$ cat src/rtl/cpu_types_pkg.sv
// Shared types for the MIPS core memory path.
//   word_t      : one machine word (address, store data, load data)
//   ramstate_t  : status reported by the unified RAM model
//   arb_state_t : states of the instruction/data memory arbiter
package cpu_types_pkg;

  localparam int WORD_BITS = 32;

  typedef logic [WORD_BITS-1:0] word_t;

  typedef enum logic [1:0] {
    FREE   = 2'b00,
    BUSY   = 2'b01,
    ACCESS = 2'b10,
    ERROR  = 2'b11
  } ramstate_t;

  typedef enum logic [1:0] {
    IDLE   = 2'b00,
    I_XFER = 2'b01,
    D_XFER = 2'b10,
    HALTED = 2'b11
  } arb_state_t;

endpackage

$ cat src/rtl/mem_arbiter.sv
// mem_arbiter: shares the single-ported unified RAM between instruction fetch
// and data memory. One transfer at a time; address/store/op are latched at
// grant so the RAM sees stable values while the requesters are ignored.
// Data wins arbitration unless fetch has been passed over STARVE_LIMIT times.
//
// Ports:
//   CLK, nRST          clock, asynchronous active-low reset
//   iREN, iaddr        instruction read request and address
//   dREN, dWEN         data read / write request (both high = write)
//   daddr, dstore      data address and store value
//   halt               core halted: drain the current transfer, then stop
//   iwait, dwait       1 until the matching transfer completes
//   iload, dload       load data, valid only in the completion cycle
//   ramREN, ramWEN     RAM enables (mutually exclusive, only during a transfer)
//   ramaddr, ramstore  latched address / store data towards the RAM
//   ramload, ramstate  RAM read data and status
//   halted             arbiter has stopped (until reset)
//   ram_err            sticky: RAM reported ERROR
module mem_arbiter
  import cpu_types_pkg::*;
#(
  parameter int WORD_W       = 32,
  parameter int STARVE_LIMIT = 4
) (
  input  logic              CLK,
  input  logic              nRST,
  input  logic              iREN,
  input  logic [WORD_W-1:0] iaddr,
  input  logic              dREN,
  input  logic              dWEN,
  input  logic [WORD_W-1:0] daddr,
  input  logic [WORD_W-1:0] dstore,
  input  logic              halt,
  output logic              iwait,
  output logic              dwait,
  output logic [WORD_W-1:0] iload,
  output logic [WORD_W-1:0] dload,
  output logic              ramREN,
  output logic              ramWEN,
  output logic [WORD_W-1:0] ramaddr,
  output logic [WORD_W-1:0] ramstore,
  input  logic [WORD_W-1:0] ramload,
  input  ramstate_t         ramstate,
  output logic              halted,
  output logic              ram_err
);

  localparam logic [3:0] LIMIT = 4'(STARVE_LIMIT);

  arb_state_t        state, state_nxt;
  logic [WORD_W-1:0] addr_q, addr_nxt;
  logic [WORD_W-1:0] store_q, store_nxt;
  logic              op_wr_q, op_wr_nxt;
  logic [3:0]        cnt_q, cnt_nxt;
  logic              err_q, err_nxt;
  logic              dreq;
  logic              i_starved;

  assign dreq      = dREN | dWEN;
  // Fetch has waited through LIMIT data grants: it takes the next slot.
  assign i_starved = iREN && (cnt_q == LIMIT);

  always_ff @(posedge CLK or negedge nRST) begin
    if (!nRST) begin
      state   <= IDLE;
      addr_q  <= '0;
      store_q <= '0;
      op_wr_q <= 1'b0;
      cnt_q   <= '0;
      err_q   <= 1'b0;
    end else begin
      state   <= state_nxt;
      addr_q  <= addr_nxt;
      store_q <= store_nxt;
      op_wr_q <= op_wr_nxt;
      cnt_q   <= cnt_nxt;
      err_q   <= err_nxt;
    end
  end

  always_comb begin
    state_nxt = state;
    addr_nxt  = addr_q;
    store_nxt = store_q;
    op_wr_nxt = op_wr_q;
    cnt_nxt   = cnt_q;
    err_nxt   = err_q;
    ramREN    = 1'b0;
    ramWEN    = 1'b0;
    iwait     = 1'b1;
    dwait     = 1'b1;
    iload     = '0;
    dload     = '0;

    case (state)
      IDLE: begin
        if (dreq && !i_starved) begin
          state_nxt = D_XFER;
          addr_nxt  = daddr;
          store_nxt = dstore;
          op_wr_nxt = dWEN;
          if (iREN)
            cnt_nxt = (cnt_q >= LIMIT) ? LIMIT : cnt_q + 4'd1;
          else
            cnt_nxt = '0;
        end else if (iREN && !halt) begin
          state_nxt = I_XFER;
          addr_nxt  = iaddr;
          store_nxt = '0;
          op_wr_nxt = 1'b0;
          cnt_nxt   = '0;
        end else if (halt && !dreq) begin
          state_nxt = HALTED;
        end
      end

      I_XFER: begin
        ramREN = 1'b1;
        if (ramstate == ACCESS) begin
          iwait     = 1'b0;
          iload     = ramload;
          state_nxt = IDLE;
        end else if (ramstate == ERROR) begin
          // Wait stays high; the still-pending request is re-arbitrated.
          err_nxt   = 1'b1;
          state_nxt = IDLE;
        end
      end

      D_XFER: begin
        ramREN = !op_wr_q;
        ramWEN = op_wr_q;
        if (ramstate == ACCESS) begin
          dwait     = 1'b0;
          dload     = op_wr_q ? '0 : ramload;
          state_nxt = IDLE;
        end else if (ramstate == ERROR) begin
          err_nxt   = 1'b1;
          state_nxt = IDLE;
        end
      end

      HALTED: begin
        state_nxt = HALTED;
      end

      default: begin
        state_nxt = IDLE;
      end
    endcase
  end

  assign ramaddr  = addr_q;
  assign ramstore = store_q;
  assign halted   = (state == HALTED);
  assign ram_err  = err_q;

endmodule

$ cat config.mk
export PLATFORM = sky130hd
export DESIGN_NAME = mem_arbiter
export DESIGN_NICKNAME = d
export VERILOG_FILES = /design/src/rtl/cpu_types_pkg.sv /design/src/rtl/mem_arbiter.sv
export SDC_FILE = /design/constraint.sdc
export NUM_CORES = 1
export LEC_CHECK = 0
export CELL_PAD_IN_SITES_DETAIL_PLACEMENT = 0
export CELL_PAD_IN_SITES_GLOBAL_PLACEMENT = 1
export CORE_UTILIZATION = 25
export DETAILED_ROUTE_END_ITERATION = 16
export PLACE_DENSITY = 0.83
export SLEW_MARGIN = 15
export SYNTH_ARGS = -nofsm -noshare
export SYNTH_HDL_FRONTEND = slang
export SYNTH_SLANG_ARGS = --single-unit
$ cat constraint.sdc
create_clock -name CLK -period 2.12 [get_ports CLK]
set_clock_uncertainty 0.1 [all_clocks]
set_input_delay 0.318 -clock CLK [delete_from_list [all_inputs] [get_ports CLK]]
set_output_delay 0.318 -clock CLK [all_outputs]
set_load 0.01 [all_outputs]
==> results.py <==
metrics = {
    "status": {
        "outcome": "completed",
    },
    "placed_design": {
        "numPlacedInstances": 752,
        "portBuffers": 269,
        "dpl.hpwl_um": 9085,
        "pre_cts_slack_ns": -0.2496,
        "placed_area_um2": 6797,
        "gp_congestion": 0.7191,
    },
    "worst_setup_path": {
        "timing_worst_setup_path_type": "in2out",
        "critical_path.startpoint": "ramstate[1]",
        "critPathMaxFanout": 17,
        "timing.rr.start": "cnt_q[0]",
        "worstPathRequired_ns": 1.70,
        "critical_path_arrival_ns": 1.69,
        "critical_path.endpoint_type": "output pin",
        "critical_path.startpoint_type": "input pin",
    },
    "global_route": {
        "grt_util_all_layers_pct": 15.05,
        "number_of_antenna_violations_at_the_first_check_in_global_routing": 0,
        "global_route_wire_length_before_repair_um": 17410,
        "number_of_global_route_vias_before_repair": 3465,
        "maximum_number_of_pins_on_one_net_before_global_route_repair": 45,
        "gr-total-overflow": 0,
    },
    "clock_tree": {
        "cts_buffers": 9,
        "root_buffer": "clkbuf_16",
        "cts-htree-levels": 3,
        "clkSinkCount": 72,
        "clkTransAtPathRegs_ns": 0.06,
        "cts_buffer_depth": 2,
        "clkLatencyLatePin_ns": 0.32,
        "tritoncts_clock_tree": "done",
    },
    "route": {
        "wire_per_inst_um": 15.79,
        "via_to_cell_ratio": 4.603,
        "wirelength_um": 12240,
        "detailedRoute.firstPassIterationCount": 4,
        "initialDrtViolationCount": 63,
        "route.antenna.remaining_nets": 0,
        "drc": 0,
        "routed-via-count": 3567,
    },
    "synthesis": {
        "synth_area_per_cell_um2": 12.24,
        "synth_area_um2": 3709,
        "synth_fp_nets": 446,
        "yosysSeqAreaShare_pct": 48.58,
        "syn_inst": 303,
        "synth.distinct_cells": 28,
        "ys_warn_count": 0,
        "yosys_register_bits": 72,
    },
    "pwr": {
        "power.density_nw_per_um2": 1198,
        "total_power_mw": 8.497,
        "sequential_fraction_of_design_power_pct": 28.5,
        "power_report.internal_total_mw": 5.811,
        "sw_frac_of_total_pct": 31.61,
        "share_clk_of_total_power_pct": 19.4,
        "cellLeakagePower_nw": 3.415,
        "power.switching_mw": 2.686,
        "share_of_total_power_in_combinational_logic_pct": 52.1,
        "ir_worst_vdd_mv": 0.5805,
    },
    "floorplanning": {
        "fp.coreArea_um2": 14480,
        "rows": 44,
        "start_util_pct": 25.61,
        "io_pins": 270,
        "die_h_um": 123.8,
        "die_outline_area_um2": 15330,
        "dieWidth_um": 123.8,
    },
    "timing": {
        "grt_setup_unrepaired": "true",
        "postLayoutSetupSlackWorst_ns": 0.01355,
        "final-hold-violation-count": 0,
        "finalSetupViolCount": 0,
        "worst_slew_pin_slew_ns": 0.3963,
        "max_slew_margin_pct": 73.58,
        "post_layout_min_period_ns": 2.106,
        "final-max-slew-violation-count": 0,
        "final.hold.worst_slack_ns": 0.3676,
        "achievable-frequency_mhz": 474.7,
        "period_share_pct": 99.36,
    },
    "hold_path": {
        "min-delay-path-class": "in2async",
    },
    "finish": {
        "finish.net_count": 729,
        "final_common_cell": "clkdlybuf4s50_1",
        "fin_cells": 775,
        "antenna_cells": 0,
        "share_of_final_layout_standard_cells_stronger_than_drive_strength_1_pct": 26.90,
        "mostFrequentLayoutCells": "clkdlybuf4s50_1 (199), dfrtp_1 (72), mux2_2 (68)",
        "final_area_um2": 7091,
        "area.growth.synth_to_final_pct": 91.19,
    },
    "job": {
        "max-cap-violations": 0,
    },
}
==> per-layer routing <==
layer / global-route usage, % / vias up / share of wire, %
met5: 0 / - / 0
li1: - / 1678 / -
met4: 4.292 / 0 / 0.77
met3: 4.487 / 7 / 9.5
met2: 28.44 / 159 / 53
met1: 15.94 / 1723 / 36
==> area by class of cell <==
cell class	instances	area, um2
fill	1321	7388
timing repair buffer	298	2887
multi-input combinational	199	1817
sequential	72	1802
clock buffer	12	256.5
tap	184	230.2
clock inverter	4	76.32
inverter	6	22.52
==> what timing repair did <==
action | in CTS | in global routing
buffers inserted | 4 | 0
setup endpoints to repair | 68 | 35
hold buffers | 1 | 0
gates resized for setup | 179 | 5
hold endpoints to repair | 28 | 0
gates cloned | 2 | 1
==> synthesized netlist by cell type <==
library cell	number	area, um2
nor2b_1	3	18.77
buf_2	5	25.02
buf_6	1	11.26
nand2_1	1	3.750
and3_1	66	412.9
o311a_1	1	10.01
mux2_2	68	765.7
nor2_1	3	11.26
a22o_1	33	289.0
nand4b_1	1	8.760
a31o_2	1	8.760
and4b_1	1	10.01
a21o_1	1	7.510
nand2b_1	1	6.260
o41ai_4	1	27.53
nor2_4	1	11.26
inv_1	6	22.52
clkbuf_1	16	60.06
a21oi_1	1	5.000
a31oi_1	1	6.260
dfrtp_1	72	1802
o21a_1	1	7.510
ha_1	7	87.58
o21ai_4	1	16.27
o21ai_2	1	8.760
buf_4	4	30.03
nor3_2	1	10.01
and2_1	4	25.02
==> final timing paths <==
path | endpoint | slack (ns) | cells past startpoint
max | iload[22] | 0.01 | 6
min | ramaddr[17] | 0.37 | 2
max reg2reg | ramaddr[30] | 0.11 | 7
min reg2reg | ramaddr[10] | 0.40 | 1
max in group asynchronous | ramstore[25] | 0.97 | 3
min in group CLK | ramaddr[10] | 0.40 | 1
==> power groups by stage <==
stage          sequential (mW)  clock [mW]  combinational, mW
6_report                  2.42        1.65               4.42
5_1_grt                   2.50        1.75               4.73
4_1_cts                   2.42        1.70               4.50
3_5_place_dp              2.42           0               4.39
3_3_place_gp              2.39           0               4.32
2_1_floorplan             2.68           0               1.72
==> kinds of logic after synthesis <==
group                      after synthesis  share of synthesized area (%)
AOI/OAI and AO/OA                       42                          10.43
adders and majority gates                7                          2.362
muxes                                   68                          20.65
and+or+nand+nor                         82                          13.97
DFF                                     72                          48.58
buffers and inverters                   32                          4.015
==> critical path: stages <==
cell             delay (ns)
clkdlybuf4s50_1        0.48
nor2b_4                0.17
buf_4                  0.17
buf_16                 0.14
and3_1                 0.17
clkdlybuf4s15_2        0.23
==> sequential cells by signal, summed over array words and instances, names as in the netlist <==
register  cells
ram_err       1
ramstore     32
op_wr_q       1
cnt_q         4
ramaddr      32
state         2
==> metrics by stage <==
stage / utilization [%] / TNS (ns)
finish: 48.97 / 0
global route: 48.97 / -0.1031
CTS: 48.77 / -0.009270
detailed placement: 46.94 / -19.54
global placement: 46.94 / -18.82
floorplan: - / 0
No activity file was read; power rests on OpenSTA's default activity.
